### config.mk
export PLATFORM = sky130hd
export DESIGN_NAME = btn_debounce_flat
export DESIGN_NICKNAME = d
export VERILOG_FILES = /design/src/rtl/btn_debounce_if.sv /design/src/rtl/btn_debounce.sv /design/src/flat_wrapper.sv
export SDC_FILE = /design/constraint.sdc
export NUM_CORES = 1
export LEC_CHECK = 0
export BUFFER_PORTS_ARGS = -buffer_cell sky130_fd_sc_hd__buf_2
export CAP_MARGIN = 20
export CORE_MARGIN = 5
export CORE_UTILIZATION = 64
export CTS_CLUSTER_SIZE = 25
export DETAILED_ROUTE_END_ITERATION = 12
export GPL_TIMING_DRIVEN = 1
export PLACE_DENSITY_LB_ADDON = 0.05
export SLEW_MARGIN = 15
export SYNTH_ARGS = -nofsm -noshare
export SYNTH_HDL_FRONTEND = slang
export SYNTH_SLANG_ARGS = --single-unit
### constraint.sdc
create_clock -name clk -period 5.9 [get_ports clk]
set_clock_uncertainty 0.05 [all_clocks]
set_input_delay 1.475 -clock clk [delete_from_list [all_inputs] [get_ports clk]]
set_output_delay 1.475 -clock clk [all_outputs]
set_load 0.005 [all_outputs]
### src/rtl/btn_debounce_if.sv
// ---------------------------------------------------------------------------
// btn_debounce_if
//   Signal bundle between the raw push-button pin and the debounce block.
//   master : drives btn_raw, observes the conditioned outputs (pin/bench side)
//   slave  : the debouncer itself
//   btn_raw        raw button pin, active-low, asynchronous
//   btn_clean      debounced level, active-low
//   press_pulse    1-cycle strobe when a press is accepted
//   release_pulse  1-cycle strobe when a release is accepted
//   long_pulse     1-cycle strobe on long press (0 when the feature is absent)
// ---------------------------------------------------------------------------
interface btn_debounce_if;
  logic btn_raw;
  logic btn_clean;
  logic press_pulse;
  logic release_pulse;
  logic long_pulse;

  modport master (
    output btn_raw,
    input  btn_clean, press_pulse, release_pulse, long_pulse
  );

  modport slave (
    input  btn_raw,
    output btn_clean, press_pulse, release_pulse, long_pulse
  );
endinterface

### src/rtl/btn_debounce.sv
// ---------------------------------------------------------------------------
// btn_debounce
//   Synchronises an asynchronous active-low push-button and debounces it with
//   a 4-state FSM. The debounced level feeds the GPIO sequencing timer's btn
//   input, and one-cycle press/release strobes are provided alongside.
//
//   Ports:
//     clk    system clock, rising edge
//     rst_n  asynchronous active-low reset
//     bus    btn_debounce_if.slave (btn_raw in; btn_clean, press_pulse,
//            release_pulse, long_pulse out)
//
//   Parameters:
//     DEBOUNCE_CYCLES  cycles the synchronised level must hold before a new
//                      level is accepted (>=2)
//     LONG_CYCLES      cycles held pressed before long_pulse (>=2)
//
//   Optional feature macro: LONG_PRESS_EN
//     defined   : long-press counter present, one long_pulse per press
//     undefined : no long counter, long_pulse tied low
// ---------------------------------------------------------------------------
module btn_debounce #(
  parameter int DEBOUNCE_CYCLES = 1000000,
  parameter int LONG_CYCLES     = 200000000
) (
  input  logic           clk,
  input  logic           rst_n,
  btn_debounce_if.slave  bus
);

`ifdef LONG_PRESS_EN
  localparam int MAX_CYC = (LONG_CYCLES > DEBOUNCE_CYCLES) ? LONG_CYCLES : DEBOUNCE_CYCLES;
`else
  localparam int MAX_CYC = DEBOUNCE_CYCLES;
`endif
  localparam int CNT_W = (MAX_CYC > 2) ? $clog2(MAX_CYC) : 1;
  localparam logic [CNT_W-1:0] DB_LAST = CNT_W'(DEBOUNCE_CYCLES - 1);

  typedef enum logic [1:0] {
    RELEASED    = 2'd0,
    PRESS_CHK   = 2'd1,
    PRESSED     = 2'd2,
    RELEASE_CHK = 2'd3
  } state_t;

  // two-flop synchroniser; idle level is high (button released)
  logic s1, btn_s;

  always_ff @(posedge clk or negedge rst_n) begin
    if (!rst_n) begin
      s1    <= 1'b1;
      btn_s <= 1'b1;
    end else begin
      s1    <= bus.btn_raw;
      btn_s <= s1;
    end
  end

  state_t           state_q, state_d;
  logic [CNT_W-1:0] cnt_q, cnt_d;
  logic             clean_q, clean_d;
  logic             press_q, press_d;
  logic             rel_q, rel_d;

  always_ff @(posedge clk or negedge rst_n) begin
    if (!rst_n) begin
      state_q <= RELEASED;
      cnt_q   <= '0;
      clean_q <= 1'b1;
      press_q <= 1'b0;
      rel_q   <= 1'b0;
    end else begin
      state_q <= state_d;
      cnt_q   <= cnt_d;
      clean_q <= clean_d;
      press_q <= press_d;
      rel_q   <= rel_d;
    end
  end

  // cnt only advances while below DB_LAST, so it can never wrap
  always_comb begin
    state_d = state_q;
    cnt_d   = cnt_q;
    clean_d = clean_q;
    press_d = 1'b0;
    rel_d   = 1'b0;
    case (state_q)
      RELEASED: begin
        if (!btn_s) begin
          state_d = PRESS_CHK;
          cnt_d   = '0;
        end
      end
      PRESS_CHK: begin
        if (btn_s) begin
          state_d = RELEASED;               // bounce, drop silently
        end else if (cnt_q == DB_LAST) begin
          state_d = PRESSED;
          clean_d = 1'b0;
          press_d = 1'b1;
        end else begin
          cnt_d = cnt_q + CNT_W'(1);
        end
      end
      PRESSED: begin
        if (btn_s) begin
          state_d = RELEASE_CHK;
          cnt_d   = '0;
        end
      end
      RELEASE_CHK: begin
        if (!btn_s) begin
          state_d = PRESSED;                // bounce, still held
        end else if (cnt_q == DB_LAST) begin
          state_d = RELEASED;
          clean_d = 1'b1;
          rel_d   = 1'b1;
        end else begin
          cnt_d = cnt_q + CNT_W'(1);
        end
      end
      default: state_d = RELEASED;
    endcase
  end

  assign bus.btn_clean     = clean_q;
  assign bus.press_pulse   = press_q;
  assign bus.release_pulse = rel_q;

`ifdef LONG_PRESS_EN
  localparam logic [CNT_W-1:0] L_LAST = CNT_W'(LONG_CYCLES - 1);
  localparam logic [CNT_W-1:0] L_PRE  = CNT_W'(LONG_CYCLES - 2);

  logic [CNT_W-1:0] lcnt_q, lcnt_d;
  logic             long_q, long_d;

  always_ff @(posedge clk or negedge rst_n) begin
    if (!rst_n) begin
      lcnt_q <= '0;
      long_q <= 1'b0;
    end else begin
      lcnt_q <= lcnt_d;
      long_q <= long_d;
    end
  end

  // Pulse is raised on the same edge lcnt reaches L_LAST; lcnt then parks
  // there, which limits it to one long_pulse per press. RELEASE_CHK keeps
  // counting so a release bounce does not restart the long timer.
  always_comb begin
    lcnt_d = lcnt_q;
    long_d = 1'b0;
    if (state_q == PRESS_CHK && state_d == PRESSED) begin
      lcnt_d = '0;
    end else if (state_d == RELEASED) begin
      lcnt_d = '0;
    end else if ((state_q == PRESSED || state_q == RELEASE_CHK) && lcnt_q != L_LAST) begin
      lcnt_d = lcnt_q + CNT_W'(1);
      long_d = (lcnt_q == L_PRE);
    end
  end

  assign bus.long_pulse = long_q;
`else
  assign bus.long_pulse = 1'b0;
`endif

endmodule

### src/flat_wrapper.sv
// flat-port wrapper written by rule: the top's interface ports become plain ports
module btn_debounce_flat 
#(
  parameter int DEBOUNCE_CYCLES = 1000000,
  parameter int LONG_CYCLES     = 200000000
)
  (clk, rst_n, bus_btn_raw, bus_btn_clean, bus_press_pulse, bus_release_pulse, bus_long_pulse);
  btn_debounce_if bus_i ();
  input  logic clk;
  input  logic rst_n;
  input wire logic [$bits(bus_i.btn_raw)-1:0] bus_btn_raw;
  output wire logic [$bits(bus_i.btn_clean)-1:0] bus_btn_clean;
  output wire logic [$bits(bus_i.press_pulse)-1:0] bus_press_pulse;
  output wire logic [$bits(bus_i.release_pulse)-1:0] bus_release_pulse;
  output wire logic [$bits(bus_i.long_pulse)-1:0] bus_long_pulse;
  assign bus_i.btn_raw = bus_btn_raw;
  assign bus_btn_clean = bus_i.btn_clean;
  assign bus_press_pulse = bus_i.press_pulse;
  assign bus_release_pulse = bus_i.release_pulse;
  assign bus_long_pulse = bus_i.long_pulse;
  btn_debounce #(.DEBOUNCE_CYCLES(DEBOUNCE_CYCLES), .LONG_CYCLES(LONG_CYCLES)) u_core (.clk(clk), .rst_n(rst_n), .bus(bus_i));
endmodule
After elaboration in Yosys (flattened, before gate mapping)
Index checks and enable logic that the tools add are counted.
{"block": "totals", "ff_bits": 27, "output_inout_bits": 4}
{"block": "classes", "n_addsub": 1, "eq_ne": 12, "muxes": 23, "reduce_logical": 5}
{"op": "20-bit two-way mux", "count": 5}
{"op": "20-bit case mux with 4 select lines", "count": 1}
{"op": "20-bit by 1-bit adder with 20-bit output, second input constant", "count": 1}
{"op": "20-bit equality test, second input constant", "count": 1}
{"op": "2-bit two-way mux", "count": 6}
{"op": "1-bit two-way mux", "count": 9}
{"op": "2-bit by 1-bit inequality test with 1-bit output, second input constant", "count": 4}
{"op": "2-bit case mux with 4 select lines", "count": 1}
{"op": "4-bit AND reduction", "count": 2}
{"op": "5-bit AND reduction", "count": 1}
{"op": "2-bit equality test, second input constant", "count": 2}
{"op": "2-bit inequality test, second input constant", "count": 2}
{"op": "3-bit by 1-bit inequality test with 1-bit output, second input constant", "count": 1}
{"op": "3-bit inequality test, second input constant", "count": 1}
{"op": "2-bit by 1-bit equality test with 1-bit output, second input constant", "count": 1}
{"op": "2-bit logical NOT", "count": 1}
{"op": "1-bit case mux with 2 select lines", "count": 1}
{"op": "2-bit nonzero test", "count": 1}

Depth between registers and ports, before layout
{"block": "depth", "word_depth": 4, "depth_mapped": 8}

Worst setup path before layout
Ideal clock, no wire load.
{"block": "synth_timing", "kind": "reg2out", "from": "reg u_core.clean_q (netlist: u_core.bus.btn_clean)", "to": "out bus_btn_clean", "arrival_ns": 0.516, "path_slack_ns": 3.859, "stages_incl_launch_ff": 1, "path_buffers": 0, "cell_sequence": "dfstp_2"}
{"item": "start, declared", "line": "btn_debounce.sv:61", "text": "logic clean_q, clean_d;"}
{"item": "start signal, assigned", "line": "btn_debounce.sv:75", "text": "clean_q <= clean_d;"}
{"item": "end, declared", "line": "flat_wrapper.sv:12", "text": "output wire logic [$bits(bus_i.btn_clean)-1:0] bus_btn_clean;"}
No word-level cell between the ends.

Worst setup path after layout
{"block": "layout_timing", "from": "reg u_core.clean_q (netlist: u_core.bus.btn_clean)", "to": "out bus_btn_clean"}
No word-level cell between the ends.

==> results.py <==
metrics = {
    "clocking": {
        "clockBufferDepth": 2,
        "clock_latency_ns": 0.33,
        "cts_tree": "yes",
        "cts_setup_buffers": 0,
        "cts-root-buf": "clkbuf_4",
        "cts_buffers": 3,
        "hold_buffers": 0,
        "cts.sinks": 27,
        "cts.clk_slew.worst_paths_ns": 0.13,
        "htreeDepth": 1,
        "cts_resized": 0,
    },
    "synth": {
        "synth_edf_count": 0,
        "postSynthCellCount": 150,
        "ys_seq_area_frac": 0.462,
        "synth_nets": 154,
        "ys_ff_latch": 27,
        "synth_cell_type_count": 44,
        "syn_area_per_cell_um2": 9.80,
        "yosys_warnings": 0,
        "synth_area_um2": 1470,
        "yosys_most_used_dff": "dfrtp_1",
        "async_flop_share": 1.00,
    },
    "critical_path": {
        "critPathArrivalTime_ns": 1.00,
        "cp-start-kind": "register",
        "critPathCaptureType": "primary output",
        "cp.required_ns": 4.38,
        "cp_num_cells": 1,
        "crit_type": "register to primary output",
        "critPathMaxStageDelay_ns": 0.56,
        "r2r_slack_ns": 3.53,
        "cp_max_fo": 3,
        "worst-path-buf-inv": 1,
        "crit_family": "flip-flops",
        "r2r-start": "u_core.btn_s$_DFF_PN1_",
        "r2r_cells": 4,
        "critical_path.startpoint": "u_core.bus.btn_clean$_DFFE_PN1P_",
        "cp_slowest_cell": "dfstp_2",
        "r2r_end": "u_core.cnt_q[3]$_DFFE_PN0P_",
        "endpoint": "bus_btn_clean",
        "crit_path_cell_trace": "buf_2",
    },
    "global_route": {
        "antenna_found_initial": 0,
        "grt_max_degree": 28,
        "overflow": 0,
        "grt_use_total": 0.187,
        "grt_pass1_vias": 1074,
        "grt_pass1_wl_um": 4870,
    },
    "status": {
        "outcome": "completed",
    },
    "placement": {
        "place_congestion": 0.770,
        "dpl.hpwl_um": 2010,
        "numPortBuffers": 5,
    },
    "sta": {
        "tightest_slew_ns": 1.00,
        "max-slew-margin-rel": 0.330,
        "setup_tns_ns": 0,
        "fin_crit_ns": 2.52,
        "slew_viol_final": 0,
        "fmax_mhz": 397,
        "finalHoldViolCount": 0,
        "finalSetupViolCount": 0,
        "finalCritPeriodShare": 0.427,
        "hold_ws_ns": 0.321,
        "rsz0062_at_grt": "false",
    },
    "finish": {
        "final_common_cell": "dfrtp_1",
        "mostFrequentLayoutCells": "dfrtp_1, nand3_1, nand2_1, a22o_1, nor2_1",
        "insertedDiodeCount": 0,
        "synthToLayoutAreaGrowth_pct": 2.98,
        "fin_nets": 157,
        "final_layout_size_suffix_gt1_frac": 0.184,
    },
    "die": {
        "ios": 7,
        "initial_core_util": 0.665,
        "design.die.area_um2": 3360,
        "num_rows": 17,
        "die_w_um": 57.9,
        "core-area_um2": 2210,
        "fp.dieH_um": 57.9,
    },
    "route": {
        "wl_per_cell_um": 15.9,
        "dr.pass1.iters": 4,
        "initialDrtViolationCount": 37,
        "ant_nets": 0,
        "via_per_inst": 6.39,
        "drc": 0,
        "num_vias": 1151,
        "wl_um": 2860,
    },
    "power_and_ir_drop": {
        "seq_power_share": 0.670,
        "p_comb_frac": 0.066,
        "p_int_w": 0.000225,
        "powerDensity_nw_per_um2": 196,
        "switching_share": 0.245,
        "clkPwrFrac": 0.264,
        "p_leak_nw": 0.642,
        "vdd_drop_max_mv": 0.166,
        "switchingPower_w": 0.0000728,
    },
    "worst_hold_path": {
        "hold_class": "register to register",
        "min_from": "u_core.s1$_DFF_PN1_",
    },
    "run": {
        "maxCapViolations": 0,
    },
}
[sequential cells by signal, summed over array words and instances (netlist names), named ones only]
register / count
u_core.s1: 1
u_core.cnt_q: 20
u_core.btn_s: 1
u_core.bus.release_pulse: 1
u_core.state_q: 1
u_core.bus.press_pulse: 1
u_core.bus.btn_clean: 1
[cells by family after synthesis]
logic type | after synthesis | share of synthesized area
AND/OR/NAND/NOR | 71 | 0.287
AO/OA/AOI/OAI | 31 | 0.151
flip-flops | 27 | 0.462
buffers and inverters | 12 | 0.0417
multiplexers | 4 | 0.0298
XOR/XNOR | 3 | 0.0179
adder cells (fa/ha/maj) | 1 | 0.00851
other | 1 | 0.00255
[how the worst min path moves through the flow]
stage	end	slack (ns)	cells after the start
final	u_core.btn_s$_DFF_PN1_	0.32	0
after global routing	u_core.btn_s$_DFF_PN1_	0.33	0
after CTS	u_core.btn_s$_DFF_PN1_	0.32	0
after detailed placement	u_core.btn_s$_DFF_PN1_	0.30	0
after global placement	u_core.btn_s$_DFF_PN1_	0.30	0
after floorplan	u_core.btn_s$_DFF_PN1_	0.30	0
[layer usage]
metal / track usage / vias to the layer above / part of all wire
met5: 0 / - / 0
met4: 0.0596 / 0 / 0.014
met3: 0.0200 / 5 / 0.051
met2: 0.321 / 29 / 0.49
met1: 0.248 / 560 / 0.44
li1: - / 557 / -
[power groups by stage]
stage          combinational [W]  clock [W]  sequential, W
2_1_floorplan          0.0000161          0       0.000199
3_3_place_gp           0.0000187          0       0.000202
3_5_place_dp           0.0000200          0       0.000202
4_1_cts                0.0000198  0.0000793       0.000199
5_1_grt                0.0000226  0.0000887       0.000200
6_report               0.0000195  0.0000786       0.000199
[area by class of cell]
type                            count  area (um^2)
Inverter                            5         18.8
Multi-Input combinational cell    111          729
Tap cell                           28         35.0
Timing Repair Buffer                5         25.0
Fill cell                         180          698
Clock buffer                        4         26.3
Sequential cell                    27          679
[Yosys cell counts, types with 3 or more instances]
cell,instances,area share
clkbuf_1,3,0.0077
dfrtp_1,24,0.41
nor2_1,8,0.020
dfstp_2,3,0.054
o21ai_0,5,0.017
a21oi_1,4,0.014
mux2_2,3,0.023
nand3_1,17,0.058
or3_1,3,0.013
a22o_1,9,0.054
nor3_1,4,0.014
inv_1,5,0.013
o31ai_1,4,0.020
nand2_1,14,0.036
or4b_2,4,0.027
o21ai_1,3,0.010
[metrics by stage]
step	setup WS, ns	instance area, um^2	cells	util	power, W
after CTS	3.38	1510	180	0.684	0.000298
after global routing	3.35	1510	180	0.684	0.000312
after global placement	3.66	1490	176	0.673	0.000220
after detailed placement	3.57	1490	176	0.673	0.000222
final	3.38	1510	180	0.684	0.000297
after floorplan	3.86	1470	150	-	0.000216
Power figures use the tool's default switching activity.
